===== src/rtl/commit_trace_buffer.sv =====
// Commit trace buffer: samples the core's retire stream into a FIFO under
// arm/trigger/limit control and drains it through a valid/ready reader port.
module commit_trace_buffer #(
  parameter int unsigned DEPTH         = 16,
  parameter bit          STALL_ON_FULL = 1'b0,
  parameter int unsigned SEQ_W         = 16
) (
  input  logic                     clk,
  input  logic                     rst,
  input  logic                     arm,
  input  logic                     trig_en,
  input  logic [31:0]              trig_pc,
  input  logic [15:0]              capture_limit,
  input  logic                     commit_valid,
  input  logic [31:0]              commit_pc,
  input  logic [31:0]              commit_instr,
  input  logic [4:0]               commit_rd,
  input  logic                     commit_we,
  input  logic [31:0]              commit_wdata,
  output logic                     trace_valid,
  input  logic                     trace_ready,
  output logic [SEQ_W-1:0]         trace_seq,
  output logic [31:0]              trace_pc,
  output logic [31:0]              trace_instr,
  output logic [4:0]               trace_rd,
  output logic                     trace_we,
  output logic [31:0]              trace_wdata,
  output logic                     stall_req,
  output logic [1:0]               state,
  output logic [15:0]              drop_cnt,
  output logic [$clog2(DEPTH):0]   level
);

  localparam int unsigned PTR_W = $clog2(DEPTH);
  localparam int unsigned LVL_W = PTR_W + 1;

  typedef enum logic [1:0] {
    S_IDLE    = 2'b00,
    S_ARMED   = 2'b01,
    S_CAPTURE = 2'b10,
    S_DONE    = 2'b11
  } state_e;

  typedef struct packed {
    logic [SEQ_W-1:0] seq;
    logic [31:0]      pc;
    logic [31:0]      instr;
    logic [4:0]       rd;
    logic             we;
    logic [31:0]      wdata;
  } entry_t;

  state_e           state_q, state_d;
  entry_t           mem_q [DEPTH];
  logic [PTR_W-1:0] wr_ptr_q, wr_ptr_d;
  logic [PTR_W-1:0] rd_ptr_q, rd_ptr_d;
  logic [LVL_W-1:0] level_q, level_d;
  logic [SEQ_W-1:0] seq_q, seq_d;
  logic [15:0]      obs_q, obs_d;
  logic [15:0]      drop_q, drop_d;
  logic             valid_q, valid_d;
  logic             stall_q, stall_d;

  logic   full_c;
  logic   pop_c;
  logic   trig_hit_c;
  logic   capture_c;
  logic   push_ok_c;
  entry_t wr_entry_c;

  // Capture qualification; arm suppresses any same-cycle commit or pop.
  always_comb begin
    full_c     = (level_q == LVL_W'(DEPTH));
    pop_c      = valid_q && trace_ready;
    trig_hit_c = !trig_en || (commit_pc == trig_pc);
    capture_c  = !arm && commit_valid &&
                 (((state_q == S_ARMED) && trig_hit_c) || (state_q == S_CAPTURE));
    push_ok_c  = capture_c && (!full_c || pop_c);
    wr_entry_c = '{seq: seq_q, pc: commit_pc, instr: commit_instr,
                   rd: commit_rd, we: commit_we, wdata: commit_wdata};
  end

  always_comb begin
    state_d  = state_q;
    wr_ptr_d = wr_ptr_q;
    rd_ptr_d = rd_ptr_q;
    level_d  = level_q;
    seq_d    = seq_q;
    obs_d    = obs_q;
    drop_d   = drop_q;
    if (arm) begin
      state_d  = S_ARMED;
      wr_ptr_d = '0;
      rd_ptr_d = '0;
      level_d  = '0;
      seq_d    = '0;
      obs_d    = '0;
      drop_d   = '0;
    end else begin
      if (capture_c) begin
        seq_d = seq_q + SEQ_W'(1);
        obs_d = obs_q + 16'd1;
        // The commit that reaches the limit is still captured.
        if ((capture_limit != 16'd0) && (obs_d == capture_limit)) begin
          state_d = S_DONE;
        end else begin
          state_d = S_CAPTURE;
        end
        if (!push_ok_c && (drop_q != 16'hFFFF)) begin
          drop_d = drop_q + 16'd1;
        end
      end
      if (push_ok_c) begin
        wr_ptr_d = wr_ptr_q + PTR_W'(1);
      end
      if (pop_c) begin
        rd_ptr_d = rd_ptr_q + PTR_W'(1);
      end
      case ({push_ok_c, pop_c})
        2'b10:   level_d = level_q + LVL_W'(1);
        2'b01:   level_d = level_q - LVL_W'(1);
        default: level_d = level_q;
      endcase
    end
    valid_d = (level_d != '0);
    stall_d = STALL_ON_FULL && (state_d == S_CAPTURE) && (level_d == LVL_W'(DEPTH));
  end

  always_ff @(posedge clk or negedge rst) begin
    if (!rst) begin
      state_q  <= S_IDLE;
      wr_ptr_q <= '0;
      rd_ptr_q <= '0;
      level_q  <= '0;
      seq_q    <= '0;
      obs_q    <= '0;
      drop_q   <= '0;
      valid_q  <= 1'b0;
      stall_q  <= 1'b0;
    end else begin
      state_q  <= state_d;
      wr_ptr_q <= wr_ptr_d;
      rd_ptr_q <= rd_ptr_d;
      level_q  <= level_d;
      seq_q    <= seq_d;
      obs_q    <= obs_d;
      drop_q   <= drop_d;
      valid_q  <= valid_d;
      stall_q  <= stall_d;
    end
  end

  // Storage; a full-plus-pop write lands in the slot being vacated.
  always_ff @(posedge clk or negedge rst) begin
    if (!rst) begin
      for (int i = 0; i < int'(DEPTH); i++) begin
        mem_q[i] <= '0;
      end
    end else if (push_ok_c) begin
      mem_q[wr_ptr_q] <= wr_entry_c;
    end
  end

  assign {trace_seq, trace_pc, trace_instr, trace_rd, trace_we, trace_wdata} = mem_q[rd_ptr_q];
  assign trace_valid = valid_q;
  assign stall_req   = stall_q;
  assign state       = state_q;
  assign drop_cnt    = drop_q;
  assign level       = level_q;

endmodule


===== config.mk =====
export PLATFORM = sky130hd
export DESIGN_NAME = commit_trace_buffer
export DESIGN_NICKNAME = d
export VERILOG_FILES = /design/src/rtl/commit_trace_buffer.sv
export SDC_FILE = /design/constraint.sdc
export NUM_CORES = 2
export LEC_CHECK = 0
export BUFFER_PORTS_ARGS = -buffer_cell sky130_fd_sc_hd__buf_2
export CAP_MARGIN = 20
export CORE_AREA = 2 2 426 428
export CTS_CLUSTER_SIZE = 8
export DETAILED_ROUTE_END_ITERATION = 8
export DIE_AREA = 0 0 428 430
export PLACE_DENSITY = 0.75
export SLEW_MARGIN = 20
export SYNTH_ARGS = -nofsm -noshare
export SYNTH_HDL_FRONTEND = slang
export SYNTH_SLANG_ARGS = --single-unit

===== constraint.sdc =====
create_clock -name clk -period 10.18 [get_ports clk]
set_input_delay 2.036 -clock clk [delete_from_list [all_inputs] [get_ports clk]]
set_output_delay 2.036 -clock clk [all_outputs]
set_load 0.05 [all_outputs]

# --- Word level (Yosys, flattened, before mapping) ---
# Index checks and enable logic that the tools add are counted.
word_totals:
  register_bits: 1952
  elab_cells: 168
op_classes:
  add_sub_neg: 7
  magnitude_cmp: 3
  n_eq_ne: 8
  mux: 22
  n_bitwise: 2
  reduce_logical: 22
op_table:
  columns: ["op", "n"]
  rows:
  - ["1888-bit bitwise mux", 1]
  - ["118-bit binary-select mux with 4-bit select", 1]
  - ["118-bit demux with 4-bit select", 1]
  - ["118-bit 2-to-1 mux", 3]
  - ["16-bit 2-to-1 mux", 7]
  - ["16-bit by 1-bit adder with 16-bit output, second input constant", 3]
  - ["32-bit equality test", 1]
  - ["16-bit equality test", 1]
  - ["4-bit 2-to-1 mux", 4]
  - ["16-bit != test, second input constant", 1]
  - ["16-bit nonzero test", 1]
  - ["5-bit greater-or-equal comparator, second input constant", 2]
  - ["4-bit inverter with 5-bit output", 2]
  - ["5-bit one-hot mux with 2 select lines", 1]
  - ["4-bit by 1-bit adder with 4-bit output, second input constant", 2]
  - ["1-bit logical AND", 8]
  - ["2-bit nonzero test", 4]
  - ["5-bit by 1-bit adder with 5-bit output, second input constant", 1]
  - ["5-bit equality test, second input constant", 1]
  - ["5-bit by 1-bit less-than comparator with 1-bit output, second input constant", 1]
  - ["5-bit 2-to-1 mux", 1]
  - ["5-bit nonzero test", 1]
  - ["5-bit by 1-bit subtractor with 5-bit output, second input constant", 1]
  - ["2-bit by 1-bit equality test with 1-bit output, second input constant", 2]
  - ["6 further kinds", 13]

# --- Longest topological paths before layout ---
logic_depth:
  ltp_word: 11
  mapped_depth: 19

# --- Worst setup path after synthesis ---
# OpenSTA, ideal clock, no wires.
synth_path:
  path_type: "input-to-reg"
  from: "input port commit_pc[30]"
  to: "register valid_q (netlist: trace_valid)"
  setup_ns: 0.139
  t_arrival_ns: 5.469
  slack_ns: 4.572
  stages: 19
  path_buffers: 5
  cell_sequence: "clkbuf_1 xnor2_1 nand4_1 nor4_4 a31o_1 buf_6 buf_8 clkbuf_1 nand2_1 ha_1 clkbuf_1 xor2_1 ha_1 a21o_1 a22oi_1 o21a_1 or3_1 a21oi_1 or4_1"
synth_between:
  elab_chain_len: 10
  elab_cells_between_ends: 11
  cone_classes: "3 x eq/ne; 2 x mux; 6 x reduce/logical"
synth_rtl:
  columns: ["element", "line", "text"]
  rows:
  - ["start, declared", "15", "input logic [31:0] commit_pc,"]
  - ["32-bit equality test *", "75", "trig_hit_c = !trig_en || (commit_pc == trig_pc);"]
  - ["1-bit logical OR *", "75", null]
  - ["1-bit logical AND *", "77", "(((state_q == S_ARMED) && trig_hit_c) || (state_q == S_CAPTURE));"]
  - ["1-bit logical OR *", "77", null]
  - ["1-bit logical AND *", "76", "capture_c = !arm && commit_valid &&"]
  - ["1-bit logical AND *", "78", "push_ok_c = capture_c && (!full_c || pop_c);"]
  - ["2-bit by 1-bit equality test with 1-bit output or 2-bit equality test (tied branches)", "119", "case ({push_ok_c, pop_c})"]
  - ["5-bit one-hot mux with 2 select lines *", "119", null]
  - ["5-bit 2-to-1 mux *", "91", "if (arm) begin"]
  - ["net level_d[4]", "57", "logic [LVL_W-1:0] level_q, level_d;"]
  - ["5-bit nonzero test *", "125", "valid_d = (level_d != '0);"]
  - ["net valid_d", "61", "logic valid_q, valid_d;"]
  - ["end signal, assigned", "148", "valid_q <= valid_d;"]
  - ["end, declared", "61", null]
# The timed path passes the listed nets; every way through them passes the cells marked *.
# A chain may end at the register's enable or synchronous reset.

# --- Final worst setup path ---
layout_path:
  from: "input port commit_pc[2]"
  to: "register valid_q (netlist: trace_valid)"
# Same word-level chain as after synthesis.

==> flow_summary.json <==
{
  "synth_top_area_frac": 0.5464,
  "finClkSkew_ns": 0.04706,
  "cts_resized": 0,
  "yosys-top-cells-count": "dfrtp_1 (1952), mux2_2 (1725), mux4_2 (590)",
  "grt_pass1_wl_mm": 331.3,
  "grt.overflow.total": 0,
  "powerDensity_nw_per_um2": 200.7,
  "p_clk_frac": 0.421,
  "tightest_slew_ns": 1.122,
  "finalHoldViolCount": 0,
  "vias": 48770,
  "vdd_drop_max_uv": 143.6,
  "route.met2.wl_mm": 105.7,
  "syn_inst": 5396,
  "wl_met1_mm": 93.55,
  "multi_input_area_um2": 37880,
  "register_area_um2": 48860,
  "die_area_um2": 184000,
  "cts_made_buffers": 295,
  "cp_cell_sequence": "buf_2, xnor2_1, nand4_1, nor4_2, a31o_2, buf_4, nand2_1, ha_1, xor2_1, ha_1, a21o_1, a22oi_1, o21a_1, or3_1, a21oi_1, or4_1",
  "min_period_ns": 6.681,
  "cts_sinks": 1952,
  "placed_cell_area_um2": 92170,
  "relSlewSlack": 0.2518,
  "start_kind": "primary input",
  "yosys.cell_count.top_type": "dfrtp_1",
  "synth_area_um2": 89390,
  "drive_gt1_frac": 0.5715,
  "ys_seq_area_frac": 0.5464,
  "tns_ns": 0,
  "cpLargestDelayFamily": "simple AND/OR/NAND/NOR gates",
  "cts_buffer_depth": 4,
  "dieHeight_um": 430,
  "synthArstFlopShare": 1.000,
  "yosysTopAreaCell": "dfrtp_1",
  "first_global_vias": 52590,
  "start_util": 0.4973,
  "io_pins": 299,
  "num-fill-cells": 13740,
  "critical_path.most_common_cell": "ha_1",
  "num-nets-final": 5704,
  "crit_slowest_cell": "xnor2_1",
  "cp_max_fo": 82,
  "areaGrowthSynthToFinish_pct": 11.83,
  "design_area_um2": 99970,
  "ys_ff_latch": 1952,
  "top_layer_used": "met5",
  "drt_first_pass_iters": 7,
  "portBuffers": 297,
  "p_leak_uw": 0.04823,
  "clkTransAtPathRegs_ns": 0.05,
  "clkLatencyLatePin_ns": 0.91,
  "final_util": 0.5561,
  "via_per_inst": 6.149,
  "seqPwrFrac": 0.421,
  "drt-total-wl_mm": 214.7,
  "synth_edf_count": 0,
  "cts_setup_buffers": 0,
  "drv_slew": 0,
  "die_w_um": 428,
  "drc": 0,
  "syn_avg_cell_area_um2": 16.57,
  "synth_flop_cell": "dfrtp_1",
  "max_freq_ghz": 0.1497,
  "core_um2": 179800,
  "num_rows": 156,
  "drtIter0Drc": 3553,
  "power_uw": 20070,
  "netlist_top_cells_area": "dfrtp_1 (55%), mux2_2 (22%), mux4_2 (15%), mux2_4 (2.4%), clkbuf_1 (1.0%)",
  "end_kind": "flip-flop",
  "status": "complete, no violations",
  "cts_tree": "built",
  "ant_nets": 0,
  "detailroute.wirelength.met3_mm": 10.11,
  "slowest_delay_ns": 0.88,
  "p_switching_uw": 5394,
  "cts_hold_buf": 0,
  "ff2ff_setup_slack_ns": 6.08,
  "ys_warn_count": 0,
  "hold_path.class": "reg -> reg",
  "cts_root_buf": "clkbuf_16",
  "dpl.hpwl_mm": 115.2,
  "critPathKind": "in -> reg",
  "cp_data_arrival_time_ns": 7.46,
  "gp_congestion": 0.7965,
  "swShare": 0.2688,
  "maxCapViolations": 0,
  "required_ns": 10.96,
  "finalSetupViolations": 0,
  "syn-num-nets": 5563,
  "fin_crit_sh": 0.6563,
  "p_int_uw": 14670,
  "antenna_found_initial": 27,
  "htree_levels": 5,
  "grt_max_degree": 194,
  "rsz0062_at_grt": "no",
  "route.detailed.wl_per_inst_um": 27.07,
  "grtUsageTotal": 0.2350,
  "crit_buf_inv": 2,
  "power_frac_comb": 0.158,
  "synth.distinct_cells": 60
}
-- layout make-up --
class	count	share of cell area
Tap cell	2370	0.02966
Clock inverter	8	0.0009387
Sequential cell	1952	0.4888
Multi-Input combinational cell	2890	0.3789
Antenna cell	4	0.0001001
Timing Repair Buffer	382	0.02459
Inverter	16	0.0006008
Clock buffer	309	0.07638
-- flip-flops by register name, summed over array words and instances (netlist names) --
name         count
drop_cnt        16
rd_ptr_q         4
level            5
seq_q           16
mem_q         1888
trace_valid      1
obs_q           16
state            2
wr_ptr_q         4
-- layer usage --
layer	up-vias	track usage
li1	20380	-
met1	26920	0.3299
met2	1115	0.3787
met3	340	0.04210
met4	20	0.06697
met5	-	0
-- power by group through the flow --
stage	Clock, uW	Combinational [uW]	Sequential (uW)
2_1_floorplan	0	2320	8470
3_3_place_gp	0	3180	8530
3_5_place_dp	0	3210	8560
4_1_cts	8620	3220	8450
5_1_grt	8970	3360	8500
6_report	8450	3170	8450
-- kinds of logic after synthesis --
| kind of cell | share of synthesized area |
|---|---|
| AO/OA/AOI/OAI | 0.008398 |
| XOR/XNOR | 0.007097 |
| adder cells (fa/ha/maj) | 0.001540 |
| buffers and inverters | 0.02979 |
| flip-flops | 0.5464 |
| multiplexers | 0.3940 |
| other | 0.00004195 |
| AND/OR/NAND/NOR | 0.01265 |
-- per-stage QoR --
stage                     hold WS (ns)  cells  setup WS, ns
final                           0.4815   7931         3.499
after global placement          0.4678   7608         2.590
after global routing            0.4983   7931         3.296
after floorplan                 0.4587   5396         4.572
after detailed placement        0.4798   7608         2.589
after CTS                       0.4868   7925         3.433
-- layout by cell type, fill, tap and decap left out, types with 29 or more instances in the layout --
| master | Yosys | final |
|---|---|---|
| mux2_2 | 1725 | 1725 |
| clkbuf_16 | 0 | 304 |
| xnor2_1 | 39 | 39 |
| mux4_2 | 590 | 590 |
| dfrtp_1 | 1952 | 1948 |
| mux2_1 | 30 | 30 |
| buf_2 | 181 | 296 |
| buf_4 | 14 | 60 |
| nand2_1 | 46 | 46 |
| nand4_1 | 35 | 35 |
| mux2_4 | 140 | 140 |
| nor2_1 | 30 | 29 |
| a21oi_1 | 39 | 39 |
-- final timing paths --
kind,startpoint,depth (start not counted),end
setup / recovery,commit_pc[2],16,trace_valid
hold / removal,mem_q[1051],1,mem_q[1051]
setup reg to reg,state[0],8,mem_q[182]
hold reg to reg,mem_q[1051],1,mem_q[1051]
max in group asynchronous,rst,3,mem_q[162]
min in group asynchronous,rst,1,mem_q[1410]
No activity file was read; power rests on OpenSTA's default activity.
